File: src/rtl/param_updown_counter.sv
// Modulo-MOD up/down counter with wrap or saturate at the bounds, parallel load,
// cascade strobe (Tc) and a sticky boundary flag (Ovf). Registers update on the falling edge of Clk.
module param_updown_counter #(
  parameter int              WIDTH = 8,
  parameter longint unsigned MOD   = 256
) (
  input  logic             Clk,
  input  logic             Reset,
  input  logic             Load,
  input  logic             Count_en,
  input  logic             Up,
  input  logic             Sat_mode,
  input  logic             Clear_ovf,
  input  logic [WIDTH-1:0] Count_in,
  output logic [WIDTH-1:0] Count_out,
  output logic             Tc,
  output logic             Ovf,
  output logic             Zero
);

  // The top count value always fits in WIDTH bits, even when MOD == 2**WIDTH.
  localparam logic [WIDTH-1:0] MAXV = WIDTH'(MOD - 64'd1);

  logic             at_max;
  logic             at_zero;
  logic             load_eff;
  logic             boundary;
  logic [WIDTH-1:0] count_nxt;
  logic             ovf_nxt;

  assign at_max   = (Count_out == MAXV);
  assign at_zero  = (Count_out == '0);
  assign load_eff = Load & ~Reset;
  assign boundary = Count_en & ~load_eff & (Up ? at_max : at_zero);

  assign Tc   = boundary;
  assign Zero = at_zero;

  always_comb begin
    count_nxt = Count_out;
    if (Load) begin
      count_nxt = (Count_in > MAXV) ? MAXV : Count_in;
    end else if (Count_en) begin
      if (Up) begin
        if (!at_max)
          count_nxt = Count_out + WIDTH'(1);
        else if (!Sat_mode)
          count_nxt = '0;
      end else begin
        if (!at_zero)
          count_nxt = Count_out - WIDTH'(1);
        else if (!Sat_mode)
          count_nxt = MAXV;
      end
    end
  end

  // A boundary event in the same cycle as Clear_ovf leaves the flag set.
  always_comb begin
    ovf_nxt = Ovf;
    if (boundary)
      ovf_nxt = 1'b1;
    else if (Clear_ovf)
      ovf_nxt = 1'b0;
  end

  always_ff @(negedge Clk or posedge Reset) begin
    if (Reset) begin
      Count_out <= '0;
      Ovf       <= 1'b0;
    end else begin
      Count_out <= count_nxt;
      Ovf       <= ovf_nxt;
    end
  end

endmodule

File: config.mk
export PLATFORM = sky130hd
export DESIGN_NAME = param_updown_counter
export DESIGN_NICKNAME = d
export VERILOG_FILES = /design/src/rtl/param_updown_counter.sv
export SDC_FILE = /design/constraint.sdc
export NUM_CORES = 1
export LEC_CHECK = 0
export CAP_MARGIN = 10
export CORE_UTILIZATION = 31
export DETAILED_ROUTE_END_ITERATION = 16
export PLACE_DENSITY = 0.56
export SYNTH_ARGS = -nofsm -noshare
export SYNTH_HDL_FRONTEND = slang
export SYNTH_SLANG_ARGS = --single-unit
File: constraint.sdc
create_clock -name Clk -period 2.31 [get_ports Clk]
set_clock_uncertainty 0.1 [all_clocks]
set_input_delay 0.3465 -clock Clk [delete_from_list [all_inputs] [get_ports Clk]]
set_output_delay 0.3465 -clock Clk [all_outputs]
set_load 0.005 [all_outputs]
==> flow_metrics.env <==
export IMPL_io_pins=26
export IMPL_rrSetupSlack_ns=-0.02
export IMPL_ctsHtreeMaxLevel=1
export IMPL_clkTransAtPathRegs_ns=0.05
export IMPL_async_reset_ff_frac=1.00
export IMPL_dr_total_vias=1367
export IMPL_core_area_um2=3080
export IMPL_r2r_end="Count_out[6]"
export IMPL_design_area_um2=1960
export IMPL_grt_max_degree=11
export IMPL_hold_class="reg -> reg"
export IMPL_final_nets=223
export IMPL_relSlewSlack=0.765
export IMPL_crit_path_start="Count_out[2]"
export IMPL_grt_antenna_before_repair=0
export IMPL_dieHeight_um=59.2
export IMPL_dp_cells=213
export IMPL_clock_sinks=9
export IMPL_yosysTopAreaCell="dfrtn_1"
export IMPL_dr_pass1_iters=4
export IMPL_grt_pass1_wl_mm=6.76
export IMPL_syn_avg_cell_area_um2=8.39
export IMPL_critPathLaunchType="flip-flop"
export IMPL_violations="negative setup slack"
export IMPL_drtIter0Drc=56
export IMPL_syn_nets=139
export IMPL_rsz0062_at_grt="yes"
export IMPL_reg2reg_depth=9
export IMPL_synth_seq_cells=9
export IMPL_power_mw=0.826
export IMPL_cp_required_ns=1.86
export IMPL_cts_root_buffer="clkbuf_4"
export IMPL_drc_errors=0
export IMPL_start_util=0.330
export IMPL_status="complete, but fails checks"
export IMPL_worstSetupEndpoint="Tc"
export IMPL_cap_violations=0
export IMPL_cp_max_fo=3
export IMPL_ys_flop_type="dfrtn_1"
export IMPL_yosysWarnings=0
export IMPL_synthCells=121
export IMPL_routed_wirelength_mm=4.24
export IMPL_io_buffers=25
export IMPL_synth_area_um2=1010
export IMPL_synth_edf_count=0
export IMPL_final_cell_count_no_fill=248
export IMPL_seq_area_frac_synth=0.222
export IMPL_synthToLayoutAreaGrowth_pct=93.6
export IMPL_overflow=0
export IMPL_wl_per_cell_um=17.1
export IMPL_finalSetupViolCount=19
export IMPL_grtUsageTotal=0.268
export IMPL_cts_buffers=3
export IMPL_synth_top_area_frac=0.222
export IMPL_max_slew_worst_pin_slew_ns=0.349
export IMPL_p_leak_nw=0.902
export IMPL_place_congestion=0.895
export IMPL_die_w_um=59.2
export IMPL_rows=20
export IMPL_ir_drop_uv=247
export IMPL_n_antenna_cell=0
export IMPL_synth_common_cells="9 x dfrtn_1, 9 x inv_1, 9 x nand2_1"
export IMPL_r2r_start="Count_out[2]"
export IMPL_cp_end_kind="output pin"
export IMPL_hpwl_mm=2.74
export IMPL_viasPerCell=5.51
export IMPL_first_global_vias=1392
export IMPL_finalMaxSlewViolations=0
export IMPL_yosysUniqueCellTypes=51
export IMPL_hold_viol_final=0
export IMPL_clock_path_buffers=2
export IMPL_power_density_nw_per_um2=420
export IMPL_cp_arrival_ns=2.78
export IMPL_fin_ws_ns=-0.913
export IMPL_clkLatencyLatePin_ns=0.29
export IMPL_yosys_top_cells_area="dfrtn_1 22%, buf_6 4.4%, ha_1 3.7%, and4_1 3.5%, inv_1 3.3%"
export IMPL_drive_gt1_frac=0.539
export IMPL_hold_ws_ns=0.321
export IMPL_cts_tree="built"
export IMPL_ant_nets=0
export IMPL_die_area_um2=3510
export IMPL_placed_area_um2=1580
export IMPL_crit_type="reg -> out"
## layout make-up
type	count	area, µm²
inverter	10	46.3
clock inverter	1	5.00
clock buffer	3	22.5
multi-input combinational	92	795
timing repair buffer	89	816
fill	255	1110
tap	44	55.1
sequential	9	225
## cell usage in the layout (no fill, tap or decap), types with 3 or more instances in the layout
| cell type | Yosys | layout |
|---|---|---|
| o21ai_1 | 4 | 3 |
| o21ai_0 | 5 | 4 |
| nor3_2 | 3 | 3 |
| nor2_1 | 6 | 5 |
| buf_2 | 3 | 5 |
| nand4_1 | 4 | 4 |
| inv_1 | 9 | 8 |
| clkbuf_4 | 0 | 3 |
| nand2_1 | 9 | 8 |
| clkdlybuf4s50_1 | 0 | 9 |
| buf_4 | 0 | 40 |
| and4_1 | 4 | 3 |
| dfrtn_1 | 9 | 9 |
| nand3_1 | 3 | 3 |
| a21oi_1 | 5 | 5 |
| a211oi_1 | 3 | 3 |
| buf_6 | 4 | 30 |
## registers in the layout (all words and copies together), names as in the netlist
name	flops
Count_out	8
Ovf	1
## critical path, cell delays in order (launching register included)
cell and delay (ns):
dfrtn_1 0.42, nor4_4 0.32, and4_4 0.28, o221a_4 0.20
buf_2 0.11
## logic make-up after synthesis
logic type	share of synthesized area
XOR/XNOR	0.0173
AND/OR/NAND/NOR	0.306
multiplexers	0.0197
adder cells (fa/ha/maj)	0.0370
buffers and inverters	0.111
flip-flops	0.222
AO/OA/AOI/OAI	0.287
## worst min path at each step
stage               depth (start not counted)  startpoint   to
finish                                      1         Ovf  Ovf
CTS                                         1         Ovf  Ovf
global route                                1         Ovf  Ovf
detailed placement                          1         Ovf  Ovf
floorplan                                   1         Ovf  Ovf
global placement                            1         Ovf  Ovf
## metrics by stage
stage | setup TNS, ns | setup slack [ns] | utilization
6_report | -6.70 | -0.913 | 0.638
5_1_grt | -7.30 | -0.953 | 0.638
4_1_cts | -6.52 | -0.953 | 0.631
3_5_place_dp | -14.22 | -1.04 | 0.512
3_3_place_gp | -13.76 | -1.03 | 0.512
2_1_floorplan | -3.34 | -0.594 | -
## power breakdown
part           switching [mW]  internal (mW)
Combinational           0.214          0.274
Sequential             0.0265          0.176
Clock                  0.0694         0.0644
## what timing repair did
action                                  CTS  global route
hold endpoints to repair                  0             0
hold buffers                              0             0
endpoints found under the setup margin   20            20
buffers inserted                         29             7
gates resized for setup                  95             9
pin swaps                                13            11
gates cloned                              1             0
## metal layers
metal,GRT usage,part of all wire,vias to the layer above
met5,0,0,-
met1,0.299,0.39,652
li1,-,-,639
met4,0.150,0.038,0
met3,0.0502,0.052,18
met2,0.474,0.52,58
Note: power is estimated with default switching activity, not from simulation.
